`src/rtl/i2c_cmd_sequencer_pkg.sv`:
```
// Shared types and command-word field layout for the i2c command sequencer.
package i2c_cmd_sequencer_pkg;

  localparam int unsigned OP_W   = 2;
  localparam int unsigned CHIP_W = 7;

  typedef enum logic [1:0] {
    OP_END   = 2'd0,
    OP_WRITE = 2'd1,
    OP_READ  = 2'd2,
    OP_DELAY = 2'd3
  } op_t;

  typedef enum logic [3:0] {
    ST_IDLE,
    ST_FETCH,
    ST_WAIT_ROM,
    ST_DECODE,
    ST_ISSUE,
    ST_WAIT_DONE,
    ST_CHECK,
    ST_DELAY,
    ST_FINISH,
    ST_ERROR
  } state_t;

  // Command word is {op, chip, reg, data}, data in the low bits.
  function automatic int unsigned cmd_width(input int unsigned addr_bytes,
                                            input int unsigned data_bytes);
    return OP_W + CHIP_W + 8 * addr_bytes + 8 * data_bytes;
  endfunction

  function automatic int unsigned reg_lsb(input int unsigned data_bytes);
    return 8 * data_bytes;
  endfunction

  function automatic int unsigned chip_lsb(input int unsigned addr_bytes,
                                           input int unsigned data_bytes);
    return 8 * (addr_bytes + data_bytes);
  endfunction

  function automatic int unsigned op_lsb(input int unsigned addr_bytes,
                                         input int unsigned data_bytes);
    return 8 * (addr_bytes + data_bytes) + CHIP_W;
  endfunction

  function automatic int unsigned max_w(input int unsigned a, input int unsigned b);
    return (a > b) ? a : b;
  endfunction

endpackage

```
`src/rtl/i2c_cmd_sequencer_timer.sv`:
```
// Loadable down-counter shared by DELAY entries and the transfer watchdog.
module i2c_cmd_sequencer_timer #(
  parameter int unsigned W = 20
) (
  input  logic         clk,
  input  logic         reset,
  input  logic         load,
  input  logic [W-1:0] load_val,
  input  logic         en,
  output logic         zero_c
);

  logic [W-1:0] count;

  always_ff @(posedge clk) begin
    if (reset) begin
      count <= '0;
    end else if (load) begin
      count <= load_val;
    end else if (en && (count != '0)) begin
      count <= count - W'(1);
    end
  end

  assign zero_c = (count == '0);

endmodule

```
`src/rtl/i2c_cmd_sequencer.sv`:
```
// Command-table walker: fetches entries from a synchronous ROM and runs one
// i2c_master transfer, local delay or termination per entry.
module i2c_cmd_sequencer
  import i2c_cmd_sequencer_pkg::*;
#(
  parameter int unsigned ADDR_BYTES  = 1,
  parameter int unsigned DATA_BYTES  = 2,
  parameter int unsigned CMD_AW      = 8,
  parameter int unsigned MAX_RETRIES = 3,
  parameter int unsigned TO_WIDTH    = 20,
  localparam int unsigned AW    = 8 * ADDR_BYTES,
  localparam int unsigned DW    = 8 * DATA_BYTES,
  localparam int unsigned SW    = ADDR_BYTES + DATA_BYTES + 1,
  localparam int unsigned CMD_W = cmd_width(ADDR_BYTES, DATA_BYTES)
) (
  input  logic              clk,
  input  logic              reset,
  input  logic              start,
  output logic              cmd_rd,
  output logic [CMD_AW-1:0] cmd_addr,
  input  logic [CMD_W-1:0]  cmd_data,
  output logic [6:0]        m_chip_addr,
  output logic [AW-1:0]     m_reg_addr,
  output logic [DW-1:0]     m_data,
  output logic              m_write_en,
  output logic              m_read_en,
  output logic              m_write_mode,
  input  logic [DW-1:0]     m_data_out,
  input  logic [SW-1:0]     m_status,
  input  logic              m_done,
  input  logic              m_busy,
  output logic [DW-1:0]     rd_data,
  output logic              rd_valid,
  output logic              seq_busy,
  output logic              seq_done,
  output logic              seq_error,
  output logic [CMD_AW-1:0] err_index
);

  localparam int unsigned REG_LSB  = reg_lsb(DATA_BYTES);
  localparam int unsigned CHIP_LSB = chip_lsb(ADDR_BYTES, DATA_BYTES);
  localparam int unsigned OP_LSB   = op_lsb(ADDR_BYTES, DATA_BYTES);
  localparam int unsigned TMR_W    = max_w(TO_WIDTH, DW);
  localparam int unsigned RTY_W    = (MAX_RETRIES > 0) ? $clog2(MAX_RETRIES + 1) : 1;
  localparam logic [TMR_W-1:0] WD_LOAD = TMR_W'({TO_WIDTH{1'b1}});

  state_t             state, state_nxt;
  op_t                op_q, op_nxt;
  logic               nack_q, nack_nxt;
  logic [RTY_W-1:0]   retry_cnt, retry_nxt;
  logic [CMD_AW-1:0]  cmd_addr_nxt, err_index_nxt;
  logic [6:0]         chip_nxt;
  logic [AW-1:0]      reg_nxt;
  logic [DW-1:0]      data_nxt, rd_data_nxt;
  logic               cmd_rd_nxt, write_en_nxt, read_en_nxt;
  logic               rd_valid_nxt, seq_busy_nxt, seq_done_nxt, seq_error_nxt;
  logic               tmr_load, tmr_en, tmr_zero;
  logic [TMR_W-1:0]   tmr_val;
  logic               last_entry, advance, wd_expired, can_retry;

  assign m_write_mode = 1'b0;
  assign last_entry   = (cmd_addr == {CMD_AW{1'b1}});
  assign can_retry    = (retry_cnt < RTY_W'(MAX_RETRIES));
  assign wd_expired   = tmr_zero && ((state == ST_ISSUE) || (state == ST_WAIT_DONE));
  // Entry completed: successful transfer, zero-length delay, or delay elapsed.
  assign advance = ((state == ST_CHECK) && !nack_q) ||
                   ((state == ST_DECODE) && (op_q == OP_DELAY) && (m_data == '0)) ||
                   ((state == ST_DELAY) && tmr_zero);

  i2c_cmd_sequencer_timer #(.W(TMR_W)) u_timer (
    .clk      (clk),
    .reset    (reset),
    .load     (tmr_load),
    .load_val (tmr_val),
    .en       (tmr_en),
    .zero_c   (tmr_zero)
  );

  always_ff @(posedge clk) begin
    if (reset) state <= ST_IDLE;
    else       state <= state_nxt;
  end

  always_comb begin
    state_nxt = state;
    unique case (state)
      ST_IDLE:     if (start) state_nxt = ST_FETCH;
      ST_FETCH:    state_nxt = ST_WAIT_ROM;
      ST_WAIT_ROM: state_nxt = ST_DECODE;
      ST_DECODE: begin
        case (op_q)
          OP_END:             state_nxt = ST_FINISH;
          OP_WRITE, OP_READ:  state_nxt = ST_ISSUE;
          OP_DELAY:           state_nxt = ST_DELAY;
        endcase
      end
      ST_ISSUE: begin
        if (wd_expired)  state_nxt = ST_ERROR;
        else if (m_busy) state_nxt = ST_WAIT_DONE;
      end
      ST_WAIT_DONE: begin
        if (wd_expired)  state_nxt = ST_ERROR;
        else if (m_done) state_nxt = ST_CHECK;
      end
      ST_CHECK: begin
        if (nack_q) state_nxt = can_retry ? ST_ISSUE : ST_ERROR;
      end
      ST_DELAY:    ;
      ST_FINISH:   state_nxt = ST_IDLE;
      ST_ERROR:    state_nxt = ST_IDLE;
      default:     state_nxt = ST_IDLE;
    endcase
    // Wrapping past the last table index aborts straight back to IDLE.
    if (advance) state_nxt = last_entry ? ST_IDLE : ST_FETCH;
  end

  always_comb begin
    cmd_addr_nxt  = cmd_addr;
    err_index_nxt = err_index;
    chip_nxt      = m_chip_addr;
    reg_nxt       = m_reg_addr;
    data_nxt      = m_data;
    op_nxt        = op_q;
    nack_nxt      = nack_q;
    retry_nxt     = retry_cnt;
    rd_data_nxt   = rd_data;
    seq_busy_nxt  = seq_busy;
    seq_error_nxt = seq_error;
    rd_valid_nxt  = 1'b0;
    seq_done_nxt  = 1'b0;
    cmd_rd_nxt    = (state_nxt == ST_FETCH);
    write_en_nxt  = (state_nxt == ST_ISSUE) && (op_q == OP_WRITE);
    read_en_nxt   = (state_nxt == ST_ISSUE) && (op_q == OP_READ);
    tmr_load      = (state_nxt == ST_ISSUE) && (state != ST_ISSUE);
    tmr_val       = WD_LOAD;
    tmr_en        = 1'b0;

    unique case (state)
      ST_IDLE: begin
        if (start) begin
          cmd_addr_nxt  = '0;
          retry_nxt     = '0;
          seq_error_nxt = 1'b0;
          seq_busy_nxt  = 1'b1;
        end
      end
      ST_WAIT_ROM: begin
        op_nxt   = op_t'(cmd_data[OP_LSB +: OP_W]);
        chip_nxt = cmd_data[CHIP_LSB +: CHIP_W];
        reg_nxt  = cmd_data[REG_LSB +: AW];
        data_nxt = cmd_data[0 +: DW];
      end
      ST_DECODE: begin
        // Load count-1 so the DELAY state lasts exactly 'data' cycles.
        if ((op_q == OP_DELAY) && (m_data != '0)) begin
          tmr_load = 1'b1;
          tmr_val  = TMR_W'(m_data) - TMR_W'(1);
        end
      end
      ST_ISSUE: tmr_en = 1'b1;
      ST_WAIT_DONE: begin
        tmr_en = 1'b1;
        if (m_done) nack_nxt = |m_status;
      end
      ST_CHECK: begin
        if (!nack_q && (op_q == OP_READ)) begin
          rd_data_nxt  = m_data_out;
          rd_valid_nxt = 1'b1;
        end else if (nack_q && can_retry) begin
          retry_nxt = retry_cnt + RTY_W'(1);
        end
      end
      ST_DELAY: tmr_en = 1'b1;
      ST_FINISH: begin
        seq_done_nxt = 1'b1;
        seq_busy_nxt = 1'b0;
      end
      ST_ERROR: begin
        seq_error_nxt = 1'b1;
        err_index_nxt = cmd_addr;
        seq_busy_nxt  = 1'b0;
      end
      default: ;
    endcase

    if (advance) begin
      retry_nxt = '0;
      if (last_entry) begin
        cmd_addr_nxt  = '0;
        seq_error_nxt = 1'b1;
        err_index_nxt = {CMD_AW{1'b1}};
        seq_busy_nxt  = 1'b0;
      end else begin
        cmd_addr_nxt = cmd_addr + CMD_AW'(1);
      end
    end
  end

  always_ff @(posedge clk) begin
    if (reset) begin
      cmd_rd      <= 1'b0;
      cmd_addr    <= '0;
      m_chip_addr <= '0;
      m_reg_addr  <= '0;
      m_data      <= '0;
      m_write_en  <= 1'b0;
      m_read_en   <= 1'b0;
      rd_data     <= '0;
      rd_valid    <= 1'b0;
      seq_busy    <= 1'b0;
      seq_done    <= 1'b0;
      seq_error   <= 1'b0;
      err_index   <= '0;
      op_q        <= OP_END;
      nack_q      <= 1'b0;
      retry_cnt   <= '0;
    end else begin
      cmd_rd      <= cmd_rd_nxt;
      cmd_addr    <= cmd_addr_nxt;
      m_chip_addr <= chip_nxt;
      m_reg_addr  <= reg_nxt;
      m_data      <= data_nxt;
      m_write_en  <= write_en_nxt;
      m_read_en   <= read_en_nxt;
      rd_data     <= rd_data_nxt;
      rd_valid    <= rd_valid_nxt;
      seq_busy    <= seq_busy_nxt;
      seq_done    <= seq_done_nxt;
      seq_error   <= seq_error_nxt;
      err_index   <= err_index_nxt;
      op_q        <= op_nxt;
      nack_q      <= nack_nxt;
      retry_cnt   <= retry_nxt;
    end
  end

endmodule

```
`config.mk`:
```
export PLATFORM = sky130hd
export DESIGN_NAME = i2c_cmd_sequencer
export DESIGN_NICKNAME = d
export VERILOG_FILES = /design/src/rtl/i2c_cmd_sequencer_pkg.sv /design/src/rtl/i2c_cmd_sequencer_timer.sv /design/src/rtl/i2c_cmd_sequencer.sv
export SDC_FILE = /design/constraint.sdc
export NUM_CORES = 1
export LEC_CHECK = 0
export CORE_UTILIZATION = 42
export DETAILED_ROUTE_END_ITERATION = 10
export PLACE_DENSITY = 0.71
export SLEW_MARGIN = 20
export SYNTH_ARGS = -nofsm -noshare
export SYNTH_HDL_FRONTEND = slang
export SYNTH_HIERARCHICAL = 1
export SYNTH_SLANG_ARGS = --single-unit
export TNS_END_PERCENT = 30
```
`constraint.sdc`:
```
create_clock -name clk -period 5.9 [get_ports clk]
set_input_delay 0.59 -clock clk [delete_from_list [all_inputs] [get_ports clk]]
set_output_delay 0.59 -clock clk [all_outputs]
set_load 0.01 [all_outputs]
```
# == After elaboration in Yosys (flattened, before gate mapping) ==
# Cells that the tools add are included.
# word_totals
elab_cells,118
output_inout_bits,71
inputBits,58
reg_bits,99
# classes
order_cmp,1
addsub,4
n_reduce_logical,36
n_eq_ne,19
muxes,39
n_bitwise,1
# op_table
op,n
$mux W20,4
$mux W8,7
$mux W4,8
$pmux W4 S8,1
$eq A4 B3 Y1 const B,5
$logic_not A20 Y1,1
$reduce_bool A20 Y1,1
$sub A20 B1 Y20 const B,1
$sub A16 B1 Y17 const B,1
$logic_not A16 Y1,1
$reduce_bool A16 Y1,1
$logic_and A1 B1 Y1,12
$mux W1,12
$pmux W4 S3,1
$add A8 B1 Y8 const B,1
$eq A4 B1 Y1 const B,2
$eq A4 B2 Y1 const B,2
$eq A4 B4 Y1 const B,2
$eq A8 B8 Y1 const B,1
$reduce_bool A2 Y1,4
$reduce_or A2 Y1,4
$mux W2,3
$reduce_and A2 Y1,3
$eq A2 B2 Y1 const B,2
other kinds (16),20

# == Logic depth before layout (Yosys ltp) ==
# Gate-level depths: netlist (run 1).
# logic_depth
ltp_word,11
ltp_mapped,15
depth_no_buf,13

# == Cells and area by module ==
# The synthesis (run 1) kept the hierarchy.
# by_module_without_submodules
module,seq_area_each_um2,area_per_inst_um2,cells_per_inst,instances
i2c_cmd_sequencer,1581.5,3550.9,439,1
i2c_cmd_sequencer_timer,400.4,1213.7,143,1

# == Worst setup path after synthesis (run 1) ==
# No wires, ideal clock.
# synth_path
path_kind,reg2reg
start,register u_timer.count[0]
end,register u_timer.count[13]
slack_ps,2647
required_ps,5809
setup_ps,91
path_stages_with_launch,16
period_less_slack_ps,3253
arrival_ps,3162
path_buffers,2
path_cell_list,dfxtp_1 > inv_1 > ha_1 > or4b_2 > nor3_1 > buf_2 > and2_1 > nor2b_1 > a2111oi_2 > a211oi_1 > o21ai_0 > o21bai_1 > inv_2 > clkbuf_1 > nor2_1 > a311oi_1
# synth_between
elab_chain_len,10
word_cells_on_any_way,18
cone_classes,1 x add/sub; 1 x eq/ne; 8 x mux; 8 x reduce/logical
# synth_rtl
item,line,text
from (decl),i2c_cmd_sequencer_timer.sv:13,logic [W-1:0] count;
from (signal assigned),i2c_cmd_sequencer_timer.sv:19,count <= load_val;
from (signal assigned),i2c_cmd_sequencer_timer.sv:21,count <= count - W'(1);
$logic_not A20 Y1 (*),i2c_cmd_sequencer_timer.sv:25,assign zero_c = (count == '0);
net tmr_zero,i2c_cmd_sequencer.sv:57,"logic tmr_load, tmr_en, tmr_zero;"
$logic_and A1 B1 Y1,i2c_cmd_sequencer.sv:64,assign wd_expired = tmr_zero && ((state == ST_ISSUE) || (state == ST_WAIT_DONE));
"$mux W4, on equally long branches","i2c_cmd_sequencer.sv:102, i2c_cmd_sequencer.sv:98",
$pmux W4 S8,i2c_cmd_sequencer.sv:86,unique case (state)
$mux W4 (*),i2c_cmd_sequencer.sv:114,if (advance) state_nxt = last_entry ? ST_IDLE : ST_FETCH;
$eq A4 B3 Y1 (*),i2c_cmd_sequencer.sv:134,tmr_load = (state_nxt == ST_ISSUE) && (state != ST_ISSUE);
$logic_and A1 B1 Y1 (*),i2c_cmd_sequencer.sv:134,
$mux W1,i2c_cmd_sequencer.sv:155,if ((op_q == OP_DELAY) && (m_data != '0)) begin
$mux W1 (*),i2c_cmd_sequencer.sv:138,unique case (state)
net tmr_load,i2c_cmd_sequencer.sv:57,
$mux W20 or $reduce_bool A2 Y1 (tied branches),--,
# Mark *: on every way through the listed nets, which the timed path passes. The rest lies on a longest branch. The select of a mux whose other input is x is not followed.
# A chain may end at the register's enable or synchronous reset.

# == Worst setup path in the final report (run 1) ==
# layout_path
start,register u_timer.count[0]
end,register u_timer.count[8]
# The elaborated chain is that of the path after synthesis.

==> results.py, run 1 <==
metrics = {
    "run_status": {
        "status": "finished, final reports clean",
    },
    "grt": {
        "grt_pass1_wl_mm": 21.70,
        "grt.total_usage_pct": 23.51,
        "grt_pass1_vias": 4388,
        "grt_max_degree": 95,
        "overflow": 0,
        "grt_antenna_before_repair": 0,
    },
    "floorplan": {
        "start_util_pct": 43.57,
        "io_pins": 129,
        "dieHeight_um": 108.5,
        "coreArea_um2": 10940,
        "chipWidth_um": 108.5,
        "dieArea_um2": 11770,
        "rows": 38,
    },
    "pwr": {
        "combPwrFrac_pct": 15.7,
        "power.switching_mw": 0.4058,
        "p_leak_nw": 2.280,
        "switching_share_pct": 25.30,
        "intPower_mw": 1.198,
        "p_per_area_nw_per_um2": 248.9,
        "clkPwrFrac_pct": 39.9,
        "vdd_drop_max_uv": 129.5,
        "seqPwrFrac_pct": 44.4,
    },
    "clock_tree": {
        "clk_path_buf_depth": 2,
        "cts_made_buffers": 9,
        "postCtsHoldBufs": 0,
        "clk_pin_slew_ns": 0.06,
        "cts_resized": 0,
        "cts_tree": "built",
        "cts_setup_buffers": 0,
        "root_buffer": "clkbuf_16",
        "cts_sinks": 99,
        "clock_latency_ns": 0.34,
        "htreeDepth": 3,
    },
    "synthesis": {
        "yosys_warnings": 6,
        "synth_cell_type_count": 64,
        "seq_area_frac_synth_pct": 41.60,
        "synth-edff-count": 0,
        "synth_cells": 582,
        "synth_ff_type": "dfxtp_1",
        "async_flop_share_pct": 0,
        "syn_avg_cell_area_um2": 8.187,
        "ys_ff_latch": 99,
        "synth_area_um2": 4765,
        "syn-num-nets": 646,
    },
    "timing": {
        "final-setup-viol-count": 0,
        "post-route-period-util_pct": 69.91,
        "fin_crit_ns": 4.125,
        "fin_setup_tns_ns": 0,
        "drv_slew": 0,
        "tightest_slew_ns": 0.9993,
        "hold_viol_final": 0,
        "finClkSkew_ns": 0.007558,
        "fmax_mhz": 242.4,
        "slew_headroom_pct": 33.38,
        "rsz0062_at_grt": "no",
    },
    "finish": {
        "area_growth_syn_to_layout_pct": 35.22,
        "stdcell_count": 837,
        "nets": 756,
        "final_area_um2": 6442,
        "layout-drive-gt1-share_pct": 6.456,
        "insertedDiodeCount": 0,
    },
    "detailed_routing": {
        "initialDrtViolationCount": 259,
        "vias": 4581,
        "wirelength_mm": 13.28,
        "wire_per_inst_um": 15.87,
        "ant_nets": 0,
        "drt_first_pass_iters": 5,
        "drc": 0,
        "vias_per_cell": 5.473,
    },
    "worst_setup_path": {
        "critPathLaunchType": "register",
        "cp_max_fo": 34,
        "required_ns": 6.12,
        "arrival_ns": 4.35,
        "path_class": "register to register",
        "cp-end-kind": "register",
    },
    "placement": {
        "io_buffers": 127,
        "dp.cells": 821,
        "dpl.hpwl_mm": 9.466,
        "gp_congestion": 0.8874,
        "dpl_cell_area_um2": 6117,
    },
    "min_path": {
        "min_path_type": "register to register",
    },
    "flow_run": {
        "timing.max_cap.violations": 0,
    },
}
worst paths after layout:
kind,startpoint,endpoint,slack (ns),cells after the start
worst max register to register,u_timer/count[0],u_timer/count[8],1.78,14
worst min-delay path,m_reg_addr[5],m_reg_addr[5],0.45,2
worst max-delay path,u_timer/count[0],u_timer/count[8],1.78,14
worst min register to register,m_reg_addr[5],m_reg_addr[5],0.45,2
per-layer routing:
layer / vias up / part of all wire (%) / wire [µm] / global-route usage [%]
met1: 2158 / 44 / 5835 / 29.70
met4: 0 / 1.5 / 205 / 9.363
met5: - / 0 / 0 / 0
met3: 16 / 8.1 / 1079 / 6.751
met2: 146 / 46 / 6162 / 37.52
li1: 2261 / - / - / -
state kept, by name, indices dropped and copies added, names as in the netlist:
signal	flops
m_data	16
m_chip_addr	7
m_reg_addr	8
state	4
seq_done	1
nack_q	1
u_timer/count	20
cmd_addr	8
m_read_en	1
retry_cnt	2
err_index	8
rd_valid	1
m_write_en	1
op_q	2
cmd_rd	1
seq_error	1
rd_data	16
seq_busy	1
area by class of cell:
class                           instances  area (µm²)
Clock buffer                           10       239.0
Clock inverter                          6       86.33
Fill cell                            1021        4493
Inverter                               14       52.55
Multi-Input combinational cell        435        2596
Sequential cell                        99        1982
Tap cell                              140       175.2
Timing Repair Buffer                  133        1311
cells in the mapped netlist (2+ instances only):
master	count	area share [%]
xnor2_1	22	4.0
nor2_1	52	4.1
or2_2	4	0.53
or3_1	11	1.4
a2111oi_0	4	0.74
nand3_1	16	1.7
nor4_1	4	0.53
nor2b_1	3	0.39
buf_2	5	0.53
nand4_1	3	0.39
and3_1	4	0.53
mux2i_1	19	4.0
nand2b_1	6	0.79
clkbuf_1	27	2.1
nor3_1	20	2.1
nand4bb_1	2	0.47
nand3b_1	3	0.47
or4_4	4	0.95
nand2_1	111	8.7
a21o_1	2	0.32
nor4b_2	2	0.63
o21ai_0	5	0.53
a21oi_1	46	4.8
o21bai_1	4	0.63
a31oi_1	12	1.6
a211oi_1	20	3.2
dfxtp_1	99	42
or4_1	4	0.63
nor3b_1	6	0.95
o41ai_1	2	0.37
nand4b_1	3	0.55
or3b_2	3	0.55
o211ai_1	2	0.32
inv_1	13	1.0
ha_1	6	1.6
o31a_1	3	0.55
xor2_1	3	0.55
per-stage QoR:
stage	setup WS, ns	hold slack [ns]	utilization, %	total power, mW
after floorplan	2.647	0.4778	-	0.8729
after global placement	2.190	0.4406	55.94	0.9742
after detailed placement	1.988	0.4474	55.94	0.9801
after CTS	1.837	0.4561	58.91	1.620
after global routing	1.291	0.4744	58.91	1.673
final	1.775	0.4537	58.91	1.604
logic make-up (layout without fill, tap and decap cells):
family | Yosys count | count (layout) | share of synthesized area (%)
buffers and inverters | 48 | 163 | 4.018
AOI/OAI and AO/OA | 114 | 114 | 15.70
adders and majority gates | 6 | 6 | 1.576
and+or+nand+nor | 270 | 270 | 28.44
xor gates and xnor gates | 25 | 25 | 4.596
other | 1 | 1 | 0.07871
muxes | 19 | 19 | 3.992
DFF | 99 | 99 | 41.60
critical path, cell delays in order, from the launching register on:
cell and delay [ns]:
dfxtp_1 0.39, inv_1 0.09, ha_1 0.19, or4b_2 0.22, nor3_1 0.05, buf_4 0.17
and2_1 0.20, inv_1 0.08, nand2_1 0.07, a2111oi_0 0.64, nand3b_1 0.15, o21bai_1 0.64
inv_2 0.45, and4b_1 0.32, a2111oi_0 0.34
cell usage in the layout (no fill, tap or decap), types with 9 or more instances in the layout:
cell	count
a211oi_1	20
a21oi_1	46
a31oi_1	12
clkbuf_16	9
clkdlybuf4s50_1	126
dfxtp_1	99
inv_1	13
mux2i_1	19
nand2_1	111
nand3_1	16
nor2_1	52
nor3_1	19
or3_1	11
xnor2_1	22
power by group through the flow:
| stage | registers [mW] | clock network (mW) | logic [mW] |
|---|---|---|---|
| after floorplan | 0.726 | 0 | 0.147 |
| after CTS | 0.712 | 0.655 | 0.254 |
| after global routing | 0.715 | 0.681 | 0.277 |
| final | 0.712 | 0.640 | 0.252 |
| after detailed placement | 0.727 | 0 | 0.253 |
| after global placement | 0.726 | 0 | 0.248 |
(Power assumes the default switching activity.)
==> inputs of run 2 (changes only) <==
Settings changed: PLACE_DENSITY 0.71 to 0.74.
Clock period 5.9 ns to 3.6 ns, I/O delays scaled along.
==> results.py, run 2 (synthesis results as in run 1) <==
metrics = {
    "pwr": {
        "switching_share_pct": 25.23,
        "vdd_drop_max_uv": 242.9,
        "p_per_area_nw_per_um2": 407.2,
        "p_leak_nw": 2.311,
        "intPower_mw": 1.986,
        "total_power_mw": 2.656,
        "seqPwrFrac_pct": 43.9,
        "power.switching_mw": 0.6701,
        "combPwrFrac_pct": 15.9,
        "clkPwrFrac_pct": 40.2,
    },
    "placement": {
        "dp.cells": 827,
        "gp_congestion": 0.8718,
        "dpl.hpwl_mm": 9.470,
        "io_buffers": 127,
    },
    "worst_setup_path": {
        "r2r_slack_ns": 0.35,
        "reg2regPathDepth": 14,
        "cp-end-kind": "register",
        "critPathLaunchType": "register",
        "r2r-end": "u_timer/count[13]",
        "cp_max_fo": 25,
        "required_ns": 3.85,
        "reg2reg_from": "u_timer/count[1]",
        "path_class": "register to register",
        "arrival_ns": 3.49,
    },
    "flow_run": {
        "timing.max_cap.violations": 0,
    },
    "detailed_routing": {
        "wire_per_inst_um": 15.74,
        "drc": 0,
        "vias_per_cell": 5.442,
        "drt_first_pass_iters": 4,
        "initialDrtViolationCount": 220,
        "vias": 4588,
        "ant_nets": 0,
        "wirelength_mm": 13.27,
    },
    "grt": {
        "grt_max_degree": 94,
        "overflow": 0,
        "grt.total_usage_pct": 23.21,
        "met3_usage_pct": 6.389,
        "grt.busiest_layer": "met2",
        "grt_antenna_before_repair": 0,
        "met1_usage_pct": 28.54,
        "grt_pass1_vias": 4496,
        "grt_pass1_wl_mm": 21.55,
        "met2_usage_pct": 38.61,
    },
    "timing": {
        "post-route-period-util_pct": 90.15,
        "fin_setup_tns_ns": 0,
        "hold_viol_final": 0,
        "tightest_slew_ns": 1.017,
        "slew_headroom_pct": 32.21,
        "drv_slew": 0,
        "final-setup-viol-count": 0,
        "rsz0062_at_grt": "no",
        "fmax_mhz": 308.1,
        "fin_crit_ns": 3.245,
        "finClkSkew_ns": 0.007726,
    },
    "finish": {
        "layout-drive-gt1-share_pct": 7.539,
        "regMostFlops": "u_timer/count",
        "nFillCells": 993,
        "insertedDiodeCount": 0,
        "largest_reg_flops": 20,
        "area_growth_syn_to_layout_pct": 36.90,
        "top_regs": "u_timer/count (20), m_data (16), rd_data (16)",
        "final_cell_mix": "clkdlybuf4s50_1 (126), nand2_1 (111), dfxtp_1 (99), nor2_1 (52), a21oi_1 (46)",
        "nets": 762,
        "layout_commonest_cell": "clkdlybuf4s50_1",
        "stdcell_count": 843,
    },
    "clock_tree": {
        "clk_pin_slew_ns": 0.07,
        "cts_resized": 0,
        "cts_sinks": 99,
        "cts_tree": "built",
        "clk_path_buf_depth": 2,
        "root_buffer": "clkbuf_16",
        "cts_setup_buffers": 0,
        "cts_made_buffers": 9,
        "htreeDepth": 3,
        "postCtsHoldBufs": 0,
        "clock_latency_ns": 0.34,
    },
    "floorplan": {
        "coreArea_um2": 10940,
        "dieArea_um2": 11770,
        "dieHeight_um": 108.5,
        "start_util_pct": 43.57,
        "io_pins": 129,
        "rows": 38,
        "chipWidth_um": 108.5,
    },
    "min_path": {
        "min_path_cells": 4,
        "min-delay-start": "reset",
        "min_to": "m_read_en",
        "min_path_type": "input port to register",
    },
    "run_status": {
        "status": "finished, final reports clean",
    },
}
-- run 2: cell types whose count changed in the layout (fill, tap and decap cells not counted), sizes merged --
cell    change
inv         -1
clkbuf      +1
buf         +6
-- run 2: layer usage --
| layer | vias to the layer above | wire length [µm] |
|---|---|---|
| met1 | 2129 | 5758 |
| met2 | 162 | 6244 |
| li1 | 2279 | - |
| met3 | 18 | 1056 |
| met4 | 0 | 207 |
| met5 | - | 0 |
-- run 2: area by class of cell --
cell class	count	area, µm²	area share, %
timing repair buffer	139	1360	20.85
clock inverter	5	85.08	1.304
tap	140	175.2	2.686
multi-input combinational	435	2615	40.09
inverter	14	52.55	0.8057
clock buffer	11	252.7	3.875
sequential	99	1982	30.39
-- run 2: power groups by stage --
| stage | logic (mW) | registers (mW) | clock network, mW |
|---|---|---|---|
| finish | 0.422 | 1.17 | 1.07 |
| global route | 0.459 | 1.17 | 1.14 |
| CTS | 0.422 | 1.17 | 1.09 |
| detailed placement | 0.417 | 1.19 | 0 |
| global placement | 0.411 | 1.19 | 0 |
| floorplan | 0.241 | 1.19 | 0 |
-- run 2: how the worst max path moves through the flow --
| stage | start | to | slack (ns) | cells after the start |
|---|---|---|---|---|
| finish | u_timer/count[1] | u_timer/count[13] | 0.35 | 14 |
| CTS | u_timer/count[0] | err_index[5] | 0.27 | 11 |
| floorplan | u_timer/count[0] | u_timer/count[13] | 0.35 | 15 |
| global route | u_timer/count[1] | u_timer/count[17] | 0.09 | 14 |
| global placement | u_timer/count[0] | err_index[4] | 0.47 | 11 |
| detailed placement | u_timer/count[0] | err_index[5] | 0.27 | 11 |
-- run 2: through the flow --
| step | worst slack (ns) | cell area [µm²] | hold WS [ns] | util (%) |
|---|---|---|---|---|
| after global placement | 0.4667 | 6167 | 0.4412 | 56.40 |
| after floorplan | 0.3475 | 4765 | 0.4778 | - |
| after CTS | 0.2696 | 6505 | 0.4201 | 59.49 |
| final | 0.3545 | 6523 | 0.4382 | 59.65 |
| after global routing | 0.08965 | 6523 | 0.4655 | 59.65 |
| after detailed placement | 0.2736 | 6167 | 0.4505 | 56.40 |
-- run 2: worst max-delay path, stage by stage (launching register included) --
cell	delay, ns
dfxtp_1	0.33
inv_1	0.11
ha_1	0.16
or4b_2	0.63
nor3_1	0.25
and2_1	0.21
nor2b_1	0.08
a2111oi_4	0.29
a211oi_1	0.14
o21ai_0	0.13
o21bai_1	0.11
inv_2	0.16
buf_6	0.23
nor2_1	0.07
a311oi_1	0.23
==> inputs of run 3 (changes only) <==
Settings changed: CORE_MARGIN from default to 2, CTS_BUF_LIST from default to sky130_fd_sc_hd__clkbuf_16.
==> results.py, run 3 (synthesis results as in run 1) <==
metrics = {
    "clock_tree": {
        "htreeDepth": 3,
        "clock_latency_ns": 0.36,
        "cts_sinks": 99,
        "clk_path_buf_depth": 2,
        "root_buffer": "clkbuf_16",
        "postCtsHoldBufs": 0,
        "cts_tree": "built",
        "cts_made_buffers": 9,
        "cts_resized": 0,
        "clk_pin_slew_ns": 0.07,
        "cts_setup_buffers": 0,
    },
    "detailed_routing": {
        "wire_per_inst_um": 15.80,
        "vias_per_cell": 5.374,
        "top_layer_used": "met4",
        "vias": 4530,
        "drt_first_pass_iters": 5,
        "initialDrtViolationCount": 196,
        "dr_wl_met2_mm": 6.279,
        "ant_nets": 0,
        "wl_met1_mm": 5.766,
        "met3WireLength_mm": 1.088,
        "drc": 0,
        "wirelength_mm": 13.32,
    },
    "min_path": {
        "min-delay-start": "reset",
        "min_path_type": "input port to register",
        "min_path_cells": 4,
        "min_to": "cmd_addr[2]",
    },
    "finish": {
        "regMostFlops": "u_timer/count",
        "final_cell_mix": "clkdlybuf4s50_1 (126), nand2_1 (111), dfxtp_1 (99), nor2_1 (52), a21oi_1 (46)",
        "area_growth_syn_to_layout_pct": 35.29,
        "stdcell_count": 843,
        "layout_commonest_cell": "clkdlybuf4s50_1",
        "largest_reg_flops": 20,
        "insertedDiodeCount": 0,
        "nets": 762,
        "layout-drive-gt1-share_pct": 6.970,
        "top_regs": "u_timer/count (20), m_data (16), rd_data (16)",
    },
    "placement": {
        "io_buffers": 127,
        "gp_congestion": 0.8537,
        "dp.cells": 827,
        "dpl.hpwl_mm": 9.435,
    },
    "run_status": {
        "status": "finished, final reports clean",
    },
    "timing": {
        "post-route-period-util_pct": 91.05,
        "slew_headroom_pct": 35.25,
        "drv_slew": 0,
        "finClkSkew_ns": 0.01091,
        "fmax_mhz": 305.1,
        "hold_viol_final": 0,
        "holdWs_ns": 0.4159,
        "fin_crit_ns": 3.278,
        "tightest_slew_ns": 0.9712,
        "fin_setup_tns_ns": 0,
        "rsz0062_at_grt": "yes",
        "final-setup-viol-count": 0,
    },
    "floorplan": {
        "dieHeight_um": 110.5,
        "rows": 38,
        "start_util_pct": 43.57,
        "coreArea_um2": 10940,
        "dieArea_um2": 12210,
        "chipWidth_um": 110.5,
        "io_pins": 129,
    },
    "worst_setup_path": {
        "required_ns": 3.80,
        "r2r-end": "u_timer/count[10]",
        "reg2reg_from": "u_timer/count[0]",
        "r2r_slack_ns": 0.32,
        "cp_max_fo": 10,
        "arrival_ns": 3.47,
        "cp-end-kind": "register",
        "critPathLaunchType": "register",
        "path_class": "register to register",
        "reg2regPathDepth": 12,
    },
    "grt": {
        "grt_pass1_wl_mm": 21.80,
        "grt_pass1_vias": 4490,
        "grt_max_degree": 93,
        "grt_antenna_before_repair": 0,
        "grt.total_usage_pct": 21.55,
        "overflow": 0,
    },
    "pwr": {
        "clkPwrFrac_pct": 36.8,
        "switching_share_pct": 27.59,
        "p_leak_nw": 2.286,
        "vdd_drop_max_uv": 360.1,
        "power.switching_mw": 0.6892,
        "seqPwrFrac_pct": 46.7,
        "combPwrFrac_pct": 16.5,
        "p_per_area_nw_per_um2": 387.5,
        "intPower_mw": 1.809,
    },
    "flow_run": {
        "timing.max_cap.violations": 0,
    },
}
==> run 3: power groups by stage <==
stage          logic (mW)  clock network [mW]  registers [mW]
6_report            0.412               0.920            1.17
5_1_grt             0.453               0.986            1.17
4_1_cts             0.414               0.951            1.16
3_5_place_dp        0.413                   0            1.19
3_3_place_gp        0.406                   0            1.19
2_1_floorplan       0.241                   0            1.19
==> run 3: stage by stage <==
stage	setup slack [ns]	total power, mW	utilization [%]	cell area (µm²)
after floorplan	0.3475	1.431	-	4765
after global placement	0.3997	1.594	56.35	6162
after detailed placement	0.2468	1.603	56.35	6162
after CTS	0.2257	2.530	58.92	6444
after global routing	-0.01640	2.610	58.95	6446
final	0.3222	2.498	58.95	6446
==> run 3: critical path, stage by stage (launching register included) <==
cell       delay (ns)
dfxtp_1          0.34
inv_1            0.09
ha_1             0.14
or4b_2           0.63
nor3_1           0.24
and2_1           0.20
nor2b_1          0.08
a2111oi_2        0.33
a211oi_1         0.14
o21ai_0          0.11
o21bai_1         0.14
buf_4            0.20
a2111oi_0        0.48
==> run 3: per-layer routing <==
metal  vias up  GRT usage, %
met4         0         6.083
met5         -             0
li1       2276             -
met1      2104         26.11
met3        16         9.166
met2       134         35.01
==> run 3: layout make-up <==
cell class | count | area (µm²)
clock buffers | 9 | 225.2
repair buffers | 139 | 1356
flip-flops and latches | 99 | 1982
fillers | 986 | 4489
inverters | 14 | 55.05
well taps | 140 | 175.2
clock inverters | 7 | 56.30
multi-input cells | 435 | 2596
==> run 3: how the worst max path moves through the flow <==
stage | startpoint | end | depth (start not counted)
after global routing | u_timer/count[1] | u_timer/count[8] | 13
after detailed placement | u_timer/count[0] | u_timer/count[8] | 13
after CTS | u_timer/count[0] | u_timer/count[8] | 13
final | u_timer/count[0] | u_timer/count[10] | 12
after global placement | u_timer/count[0] | u_timer/count[8] | 13
after floorplan | u_timer/count[0] | u_timer/count[13] | 15
